## config.mk

```make
export PLATFORM = sky130hd
export DESIGN_NAME = pilot_remove
export DESIGN_NICKNAME = d
export VERILOG_FILES = /design/src/rtl/pilot_remove.sv
export SDC_FILE = /design/constraint.sdc
export NUM_CORES = 1
export LEC_CHECK = 0
export BUFFER_PORTS_ARGS = -buffer_cell sky130_fd_sc_hd__buf_2
export CORE_MARGIN = 4
export CORE_UTILIZATION = 25
export CTS_CLUSTER_SIZE = 40
export DETAILED_ROUTE_END_ITERATION = 12
export REMOVE_ABC_BUFFERS = 1
export SLEW_MARGIN = 20
export SYNTH_ARGS = -nofsm -noshare
export SYNTH_HDL_FRONTEND = slang
export SYNTH_SLANG_ARGS = --single-unit
```

## constraint.sdc

```tcl
create_clock -name clk -period 7.5 [get_ports clk]
set_input_delay 0 -clock clk [delete_from_list [all_inputs] [get_ports clk]]
set_output_delay 0 -clock clk [all_outputs]
set_load 0.1 [all_outputs]
```

## src/rtl/pilot_remove.sv

```systemverilog
// Receive-side pilot stripper: drops framed pilot words from a 32-bit stream,
// exports them on a side port, checks them against the expected word and counts mismatches.
module pilot_remove #(
    parameter int CNT_W = 13,
    parameter int ERR_W = 16
) (
    input  logic             clk,
    input  logic             rst,
    input  logic [CNT_W-1:0] frame_length,
    input  logic [CNT_W-1:0] pilot_interval,
    input  logic [31:0]      pilot_value,
    input  logic [31:0]      s_data,
    input  logic             s_valid,
    output logic             s_ready,
    output logic [31:0]      m_data,
    output logic             m_valid,
    input  logic             m_ready,
    output logic             m_last,
    output logic             frame_end,
    output logic [31:0]      pilot_out,
    output logic             pilot_valid,
    output logic             pilot_error,
    output logic [ERR_W-1:0] err_count,
    output logic             cfg_error
);

    typedef enum logic [0:0] {
        IDLE = 1'b0,
        RUN  = 1'b1
    } state_t;

    localparam logic [CNT_W-1:0] CNT_ZERO = {CNT_W{1'b0}};
    localparam logic [CNT_W-1:0] CNT_ONE  = {{(CNT_W-1){1'b0}}, 1'b1};
    localparam logic [ERR_W-1:0] ERR_ONE  = {{(ERR_W-1){1'b0}}, 1'b1};
    localparam logic [ERR_W-1:0] ERR_MAX  = {ERR_W{1'b1}};

    state_t           state_q, state_d;
    logic [CNT_W-1:0] fl_q, fl_d, pi_q, pi_d, pos_q, pos_d, sub_q, sub_d;
    logic [31:0]      pv_q, pv_d, m_data_q, m_data_d, pilot_out_q, pilot_out_d;
    logic             m_valid_q, m_valid_d, m_last_q, m_last_d;
    logic             frame_end_q, frame_end_d, pilot_valid_q, pilot_valid_d;
    logic             pilot_error_q, pilot_error_d, cfg_error_q, cfg_error_d;
    logic [ERR_W-1:0] err_count_q, err_count_d;

    logic             accept_s, relatch_s, cfg_bad_s, last_pos_s, is_pilot_s;
    logic [CNT_W-1:0] eff_fl_s, eff_pi_s;
    logic [31:0]      eff_pv_s;

    assign s_ready  = rst & (~m_valid_q | m_ready);
    assign accept_s = s_valid & s_ready;

    // Effective configuration: fresh inputs at frame start, shadow copy mid-frame.
    // An invalid pair pins pos at 0, so it is relatched on every accept.
    always_comb begin
        relatch_s  = (state_q == IDLE) || (pos_q == CNT_ZERO);
        eff_fl_s   = relatch_s ? frame_length   : fl_q;
        eff_pi_s   = relatch_s ? pilot_interval : pi_q;
        eff_pv_s   = relatch_s ? pilot_value    : pv_q;
        cfg_bad_s  = (eff_fl_s == CNT_ZERO) || (eff_pi_s == CNT_ZERO);
        last_pos_s = (pos_q == (eff_fl_s - CNT_ONE));
        is_pilot_s = ~cfg_bad_s && (sub_q == CNT_ZERO);
    end

    // Next-state for FSM, counters, data/pilot outputs and monitors.
    always_comb begin
        state_d       = state_q;
        fl_d          = fl_q;
        pi_d          = pi_q;
        pv_d          = pv_q;
        pos_d         = pos_q;
        sub_d         = sub_q;
        m_data_d      = m_data_q;
        m_last_d      = m_last_q;
        pilot_out_d   = pilot_out_q;
        cfg_error_d   = cfg_error_q;
        err_count_d   = err_count_q;
        frame_end_d   = 1'b0;
        pilot_valid_d = 1'b0;
        pilot_error_d = 1'b0;

        if (m_valid_q && m_ready) begin
            m_valid_d = 1'b0;
        end else begin
            m_valid_d = m_valid_q;
        end

        if (accept_s) begin
            state_d = RUN;
            fl_d    = eff_fl_s;
            pi_d    = eff_pi_s;
            pv_d    = eff_pv_s;
            if (cfg_bad_s) begin
                cfg_error_d = 1'b1;
                m_valid_d   = 1'b1;
                m_data_d    = s_data;
                m_last_d    = 1'b0;
                pos_d       = CNT_ZERO;
                sub_d       = CNT_ZERO;
            end else begin
                if (is_pilot_s) begin
                    pilot_out_d   = s_data;
                    pilot_valid_d = 1'b1;
                    if (s_data != eff_pv_s) begin
                        pilot_error_d = 1'b1;
                        err_count_d   = (err_count_q == ERR_MAX) ? ERR_MAX : (err_count_q + ERR_ONE);
                    end else begin
                        pilot_error_d = 1'b0;
                    end
                end else begin
                    m_valid_d = 1'b1;
                    m_data_d  = s_data;
                    m_last_d  = last_pos_s;
                end
                if (last_pos_s) begin
                    frame_end_d = 1'b1;
                    pos_d       = CNT_ZERO;
                    sub_d       = CNT_ZERO;
                end else begin
                    pos_d = pos_q + CNT_ONE;
                    sub_d = (sub_q == (eff_pi_s - CNT_ONE)) ? CNT_ZERO : (sub_q + CNT_ONE);
                end
            end
        end else begin
            state_d = state_q;
        end
    end

    // State and output registers.
    always_ff @(posedge clk or negedge rst) begin
        if (!rst) begin
            state_q       <= IDLE;
            fl_q          <= CNT_ZERO;
            pi_q          <= CNT_ZERO;
            pv_q          <= 32'h0000_0000;
            pos_q         <= CNT_ZERO;
            sub_q         <= CNT_ZERO;
            m_data_q      <= 32'h0000_0000;
            m_valid_q     <= 1'b0;
            m_last_q      <= 1'b0;
            pilot_out_q   <= 32'h0000_0000;
            cfg_error_q   <= 1'b0;
            err_count_q   <= {ERR_W{1'b0}};
            frame_end_q   <= 1'b0;
            pilot_valid_q <= 1'b0;
            pilot_error_q <= 1'b0;
        end else begin
            state_q       <= state_d;
            fl_q          <= fl_d;
            pi_q          <= pi_d;
            pv_q          <= pv_d;
            pos_q         <= pos_d;
            sub_q         <= sub_d;
            m_data_q      <= m_data_d;
            m_valid_q     <= m_valid_d;
            m_last_q      <= m_last_d;
            pilot_out_q   <= pilot_out_d;
            cfg_error_q   <= cfg_error_d;
            err_count_q   <= err_count_d;
            frame_end_q   <= frame_end_d;
            pilot_valid_q <= pilot_valid_d;
            pilot_error_q <= pilot_error_d;
        end
    end

    assign m_data      = m_data_q;
    assign m_valid     = m_valid_q;
    assign m_last      = m_last_q;
    assign frame_end   = frame_end_q;
    assign pilot_out   = pilot_out_q;
    assign pilot_valid = pilot_valid_q;
    assign pilot_error = pilot_error_q;
    assign err_count   = err_count_q;
    assign cfg_error   = cfg_error_q;

endmodule
```

==> results of run 1 <==
[worst paths after layout]
kind                                           to  cells past startpoint
max in group asynchronous     fl_q[2]$_DFFE_PN0P_                      4
min reg2reg                 cfg_error$_DFFE_PN0P_                      1
min                        m_data[19]$_DFFE_PN0P_                      2
max reg2reg                  pos_q[8]$_DFFE_PN0P_                     15
min in group clk              pi_q[0]$_DFFE_PN0P_                      3
max                          pos_q[8]$_DFFE_PN0P_                     15
[worst reg2reg max path, stage by stage, from the launching register on]
cell and delay [ns]:
dfrtp_1 0.40, inv_1 0.13, ha_1 0.20, nor4b_2 0.60, a31oi_4 0.16, buf_4 0.24, mux2i_1 0.30, ha_1 0.36
nand3_1 0.12, mux2i_1 0.49, nand2_1 0.14, xnor2_1 0.18, nor4_1 0.41, and4_1 0.69, nor2_1 0.27, a22o_1 0.26
[state kept, by name, indices dropped and copies added, names as in the netlist]
name	count
err_count	16
pos_q	13
pilot_error	1
m_valid	1
m_data	32
pv_q	32
pilot_valid	1
m_last	1
pilot_out	32
sub_q	13
frame_end	1
cfg_error	1
pi_q	13
state_q	1
fl_q	13
[layer usage]
metal | vias up | share of wire (%) | track usage, %
li1 | 4101 | - | -
met1 | 4370 | 45 | 19.8
met2 | 247 | 49 | 23.5
met3 | 31 | 5.1 | 2.46
met4 | 0 | 1.4 | 3.71
met5 | - | 0 | 0
[layout by cell type (no fill, tap or decap), types with 5 or more instances in the layout]
master	count
inv_1	37
a22o_1	12
and3_1	14
nor3_1	33
nand3_1	45
nor2_1	51
buf_4	12
or4_1	8
nand2_1	53
clkbuf_16	17
mux2_2	127
ha_1	8
nor2b_1	29
nand2b_1	16
xor2_1	38
inv_6	7
a21oi_1	18
nor4_1	16
o31ai_1	10
xnor2_1	46
dlygate4sd3_1	91
o21ai_0	19
a31oi_1	13
a2111oi_0	5
dfrtp_1	171
buf_2	179
nand3b_1	11
nand4_1	11
or3_1	10
a21o_1	7
mux2i_1	37
o22ai_1	6
[area by class of cell]
type                    count  area (um^2)
diodes                      3         7.51
clock buffers              18          429
clock inverters            14          135
fillers                  4090        26900
inverters                  37          139
multi-input cells         727         5600
flip-flops and latches    171         4280
well taps                 525          657
repair buffers            283         1910
[what timing repair did]
item                                   4_1_cts  5_1_grt
endpoints found under the hold margin      172        0
hold buffers                                91        0
buffers inserted                             0        0
[through the flow]
step / setup WS (ns) / power (mW) / setup TNS, ns
after CTS: 2.51 / 5.90 / 0
final: 2.44 / 5.86 / 0
after global routing: 1.98 / 6.18 / 0
after detailed placement: 2.55 / 4.95 / 0
after global placement: 2.68 / 4.90 / 0
after floorplan: -1.74 / 4.26 / -52.64
[power by group through the flow]
stage	registers (mW)	logic [mW]	clock network, mW
2_1_floorplan	2.94	1.32	0
3_3_place_gp	1.60	3.31	0
3_5_place_dp	1.62	3.33	0
4_1_cts	1.60	3.38	0.913
5_1_grt	1.66	3.56	0.953
6_report	1.61	3.38	0.881
[cells by family (layout without fill, tap and decap cells)]
| family | Yosys count | in the layout | share of synthesized area [%] |
|---|---|---|---|
| other cells | 0 | 3 | 0 |
| buf+inv | 90 | 352 | 3.99 |
| simple gates | 320 | 320 | 17.0 |
| compound gates | 150 | 150 | 11.3 |
| flops | 171 | 171 | 41.8 |
| fa+ha+maj | 8 | 8 | 0.978 |
| mux | 164 | 164 | 17.6 |
| xor+xnor | 85 | 85 | 7.35 |
==> metrics.md, run 1 <==
| Metric | Value |
|---|---|
| Slew Viols, Final | 0 |
| Vias/cell | 4.92 |
| Clk_skew | 0.0120 ns |
| Post_cts resized | 0 |
| Setup crit start | pos_q[0]$_DFFE_PN0P_ |
| Fraction of registers with async set/reset | 100% |
| Wirelength per Cell | 18.0 um |
| Clk pwr share | 15.0% |
| Finished Core Util | 32.8% |
| Final Cell Area | 13200 um^2 |
| Die X | 210 um |
| CTS Buffer Depth | 2 |
| Synth-to-layout area growth | 28.5% |
| Yosys warning count | 0 |
| Int Power | 2.75 mW |
| First-pass GRT wire length | 51.3 mm |
| Final hold slack | 0.0738 ns |
| Yosys top cell by area | dfrtp_1 |
| Final Hold Viols | 0 |
| Max Fclk | 0.197 GHz |
| Worst vdd ir | 338 uV |
| Via count | 8749 |
| Most frequent cell after synthesis | dfrtp_1 |
| IO buf count | 180 |
| Worst path slowest cell | and4_1 |
| Top post-synthesis cells by area | dfrtp_1 (42%), mux2_2 (14%), xnor2_1 (3.9%) |
| RSZ-0062 raised after global routing | false |
| Synth cell types | 80 |
| Pleak | 5.81 nW |
| Slew margin rel. | 40.3% |
| Post-synthesis sequential area ratio | 41.8% |
| Core ar. | 40100 um^2 |
| # H-tree levels | 4 |
| Critical path, cell by cell | inv_1 -> ha_1 -> nor4b_2 -> a31oi_4 -> buf_4 -> mux2i_1 -> ha_1 -> nand3_1 -> mux2i_1 -> nand2_1 -> xnor2_1 -> nor4_1 -> and4_1 -> nor2_1 -> a22o_1 |
| Root buf cell | clkbuf_16 |
| Top cell type's share of synthesized area | 41.8% |
| Drt first pass iters | 6 |
| Final period utilization | 67.5% |
| Total Routing Usage GR | 14.4% |
| Residual DRC count | 0 |
| PD cells | 446 nW/um^2 |
| Critical path arrival | 5.40 ns |
| FF-to-FF setup slack | 2.44 ns |
| Crit Path Class | reg2reg |
| Outcome | completed |
| Synth top cells by count | dfrtp_1 (171), mux2_2 (127), nand2_1 (53), nor2_1 (52), xnor2_1 (46) |
| Starting Density | 25.5% |
| Minimum clock period | 5.06 ns |
| ANT nets after route | 0 |
| Logic pwr share | 57.6% |
| GP Congestion | 0.864 |
| Worst setup EP type | flip-flop |
| CP max stage delay | 0.69 ns |
| Placed Instances | 1652 |
| Rows | 73 |
| Worst skew pair latency | 0.44 ns |
| Final cell count without fillers | 1778 |
| Final WL | 32.0 mm |
| Avg Cell Area, Syn | 10.4 um^2 |
| Synthesized flop and latch total | 171 |
| Initial antenna violation count | 2 |
| Switch share | 53.1% |
| Final Setup Violations | 0 |
| DP HPWL | 23.5 mm |
| Psw | 3.12 mW |
| MaxCap Viol Count | 0 |
| Part of the power in registers | 27.4% |
| Critical path fanouts, max | 15 |
| Worst setup SP type | flip-flop |
| Synth Cell Area | 10200 um^2 |
| Post-synth EDFFs | 0 |
| Layout cells sized above 1 | 29.5% |
| Bufs and invs on worst path | 2 |
| CTS clk-pin slew, worst paths | 0.08 ns |
| Top delay family on crit path | simple AND/OR/NAND/NOR gates |
| Die Ht | 210 um |
| Hold Path Class | in2async |
| FF-to-FF Start | pos_q[0]$_DFFE_PN0P_ |
| CTS Buf Count | 17 |
| I/O Pins | 181 |
| Largest net degree at the start of global routing | 69 |
| Fin nets | 1339 |
| Sink Count | 171 |
| Post-place instance area | 11700 um^2 |
| Worst slew pin tran | 0.896 ns |
| Starting DRT DRC Count | 822 |
| Syn Inst Count | 988 |
| Synth Flop Type | dfrtp_1 |
| Required @ worst endpoint | 7.83 ns |
| CTS tree | built |
| Vias in the first global route | 9019 |
| Grt ovf | 0 |
| Full die area | 44200 um^2 |
Power figures use the tool's default switching activity.
==> inputs of run 2 (changes only) <==
==> constraint.sdc (replaced) <==
create_clock -name clk -period 4.75 [get_ports clk]
set_input_delay 0 -clock clk [delete_from_list [all_inputs] [get_ports clk]]
set_output_delay 0 -clock clk [all_outputs]
set_load 0.1 [all_outputs]
==> run 2 against run 1 <==
Maximum frequency is 20% higher. Core utilization is 0.31 points higher. Die area stayed put. Flip-flop and latch count stayed put. Non-clock buffer count is 13 higher. Cell area is 0.94% higher. Highest routed layer unchanged.
==> metrics.md, run 2 (same netlist as run 1, synthesis figures left out) <==
| Metric | Value |
|---|---|
| Synth-to-layout area growth | 29.8% |
| Setup crit start | pos_q[0]$_DFFE_PN0P_ |
| DP HPWL | 24.3 mm (+3.5%) |
| Critical path arrival | 4.57 ns (-0.83 ns) |
| Starting Density | 25.5% (unchanged) |
| Post-CTS Setup Bufs | 0 (unchanged) |
| # H-tree levels | 4 (unchanged) |
| CP max stage delay | 0.57 ns (-0.12 ns) |
| Commonest non-fill, non-tap cell in the layout | buf_2 |
| Finished Core Util | 33.1% (+0.31 points) |
| Top delay family on crit path | simple AND/OR/NAND/NOR gates |
| Required @ worst endpoint | 5.08 ns (-2.75 ns) |
| Crit Path Class | reg2reg |
| FF-to-FF Start | pos_q[0]$_DFFE_PN0P_ |
| Most crowded layer after global routing | met2 |
| Grt ovf | 0 (unchanged) |
| RSZ-0062 raised after global routing | false |
| Vias in the first global route | 9121 (+1.1%) |
| Clk_skew | 0.0149 ns (+0.00292 ns) |
| PD cells | 711 nW/um^2 (+59%) |
| IO buf count | 180 (unchanged) |
| Post-place instance area | 11800 um^2 (+0.92%) |
| Max Fclk | 0.236 GHz (+20%) |
| Fin nets | 1352 (+0.97%) |
| Worst setup EP type | flip-flop |
| Slew Viols, Final | 0 (unchanged) |
| Final Cell Area | 13300 um^2 (+0.94%) |
| Root buf cell | clkbuf_16 |
| Die Ht | 210 um (unchanged) |
| ANT nets after route | 0 (unchanged) |
| Worst path slowest cell | or4_1 |
| Sink Count | 171 (unchanged) |
| Worst slew pin tran | 0.940 ns (+0.0435 ns) |
| Total Routing Usage GR | 14.6% (+0.27 points) |
| Outcome | completed |
| CTS tree | built |
| First-pass GRT wire length | 51.8 mm (+0.85%) |
| GP Congestion | 0.868 (+0.38%) |
| Pleak | 5.88 nW (+1.2%) |
| Rows | 73 (unchanged) |
| Final Setup Violations | 0 (unchanged) |
| Met3 usage | 3.68% (+1.2 points) |
| CTS clk-pin slew, worst paths | 0.07 ns (about the same) |
| Hold_sp | pilot_interval[1] |
| Most frequent cells in the layout | buf_2 (179), dfrtp_1 (171), mux2_2 (127), dlygate4sd3_1 (89), nand2_1 (53) |
| Die X | 210 um (unchanged) |
| CTS Buf Count | 17 (unchanged) |
| Residual DRC count | 0 (unchanged) |
| Minimum clock period | 4.23 ns (-0.833 ns) |
| Critical path fanouts, max | 8 (-7) |
| Drt first pass iters | 5 (-1) |
| Bufs and invs on worst path | 3 (+1) |
| Initial antenna violation count | 3 (+1) |
| Final Hold Viols | 0 (unchanged) |
| I/O Pins | 181 (unchanged) |
| Layout cells sized above 1 | 30.2% (+0.73 points) |
| Starting DRT DRC Count | 633 (-23%) |
| Worst setup SP type | flip-flop |
| Core ar. | 40100 um^2 (unchanged) |
| Final WL | 32.7 mm (+2.2%) |
| Worst vdd ir | 507 uV (+50%) |
| Final period utilization | 89.1% (+22 points) |
| FILL cells | 4004 (-2.1%) |
| Full die area | 44200 um^2 (unchanged) |
| CTS Buffer Depth | 2 (unchanged) |
| Wirelength per Cell | 18.3 um (+1.5%) |
| Worst skew pair latency | 0.45 ns (about the same) |
| Via count | 8906 (+1.8%) |
| GR Util met1 | 19.3% (-0.46 points) |
| Routing usage on met2 | 23.8% (+0.29 points) |
| MaxCap Viol Count | 0 (unchanged) |
| Critical path, cell by cell | inv_1 -> ha_1 -> nor4b_2 -> buf_4 -> a31oi_4 -> buf_4 -> mux2i_1 -> ha_1 -> nand3_1 -> mux2i_1 -> nor4_1 -> a211oi_1 -> o22ai_1 -> or4_1 -> and3_4 -> a221o_1 |
| Hold Path Class | in2reg |
| Largest net degree at the start of global routing | 69 (unchanged) |
| Slew margin rel. | 36.8% (-3.5 points) |
| Vias/cell | 4.97 (+1.1%) |
## run 2: cell count changes in the layout (fill, tap and decap cells not counted), sizes merged
cell         previous run  this run
clkinv                  5         6
clkinvlp                0         2
dlygate4sd3            91        89
clkbuf                 18        19
buf                   192       207
inv                    45        39
bufinv                  1         3
## run 2: layout make-up
class / instances / area, um^2 / area share, %
multi-input cells: 727 / 5600 / 42.1
flip-flops and latches: 171 / 4280 / 32.2
repair buffers: 296 / 2000 / 15.1
well taps: 525 / 657 / 4.95
clock buffers: 19 / 433 / 3.26
clock inverters: 13 / 168 / 1.26
inverters: 37 / 139 / 1.05
diodes: 3 / 7.51 / 0.0565
## run 2: worst paths after layout
| check | depth (start not counted) | slack, ns | end |
|---|---|---|---|
| setup reg to reg | 16 | 0.52 | sub_q[9]$_DFFE_PN0P_ |
| setup / recovery | 16 | 0.52 | sub_q[9]$_DFFE_PN0P_ |
| hold reg to reg | 1 | 0.50 | pilot_out[23]$_DFFE_PN0P_ |
| hold / removal | 3 | 0.02 | pi_q[1]$_DFFE_PN0P_ |
| min in group asynchronous | 2 | 0.04 | pilot_out[26]$_DFFE_PN0P_ |
| max in group asynchronous | 4 | 2.55 | m_data[18]$_DFFE_PN0P_ |
## run 2: through the flow
stage / instances / worst slack [ns] / setup TNS (ns) / hold WS (ns) / total power, mW
after floorplan: 935 / -4.49 / -341.25 / -0.296 / 6.72
after global placement: 1667 / 0.683 / 0 / -0.0503 / 7.85
after detailed placement: 1667 / 0.532 / 0 / -0.0472 / 7.91
after CTS: 1788 / 0.506 / 0 / 0.00894 / 9.50
after global routing: 1790 / 0.169 / 0 / 0.0370 / 9.94
final: 1791 / 0.519 / 0 / 0.0168 / 9.44
## run 2: metal layers
metal	share of wire, %	wire (um)
met1	44	14400
met3	6.1	2010
met4	1.9	637
met2	48	15700
met5	0	0
## run 2: worst register-to-register path, stage by stage, from the launching register on
cell and delay [ns]:
dfrtp_1 0.41, inv_1 0.14, ha_1 0.18, nor4b_2 0.31, buf_4 0.19, a31oi_4 0.11, buf_4 0.19, mux2i_1 0.25
ha_1 0.31, nand3_1 0.10, mux2i_1 0.32, nor4_1 0.10, a211oi_1 0.23, o22ai_1 0.13, or4_1 0.57, and3_4 0.29
a221o_1 0.30
## run 2: power breakdown
part	switching, mW	internal [mW]
Combinational	3.79	1.62
Sequential	0.499	2.04
Clock	0.653	0.833
Total	4.94	4.50
## run 2: repair_timing
item                      4_1_cts  5_1_grt
hold buffers                   89        0
resized for setup               0        0
hold endpoints to repair      158        0
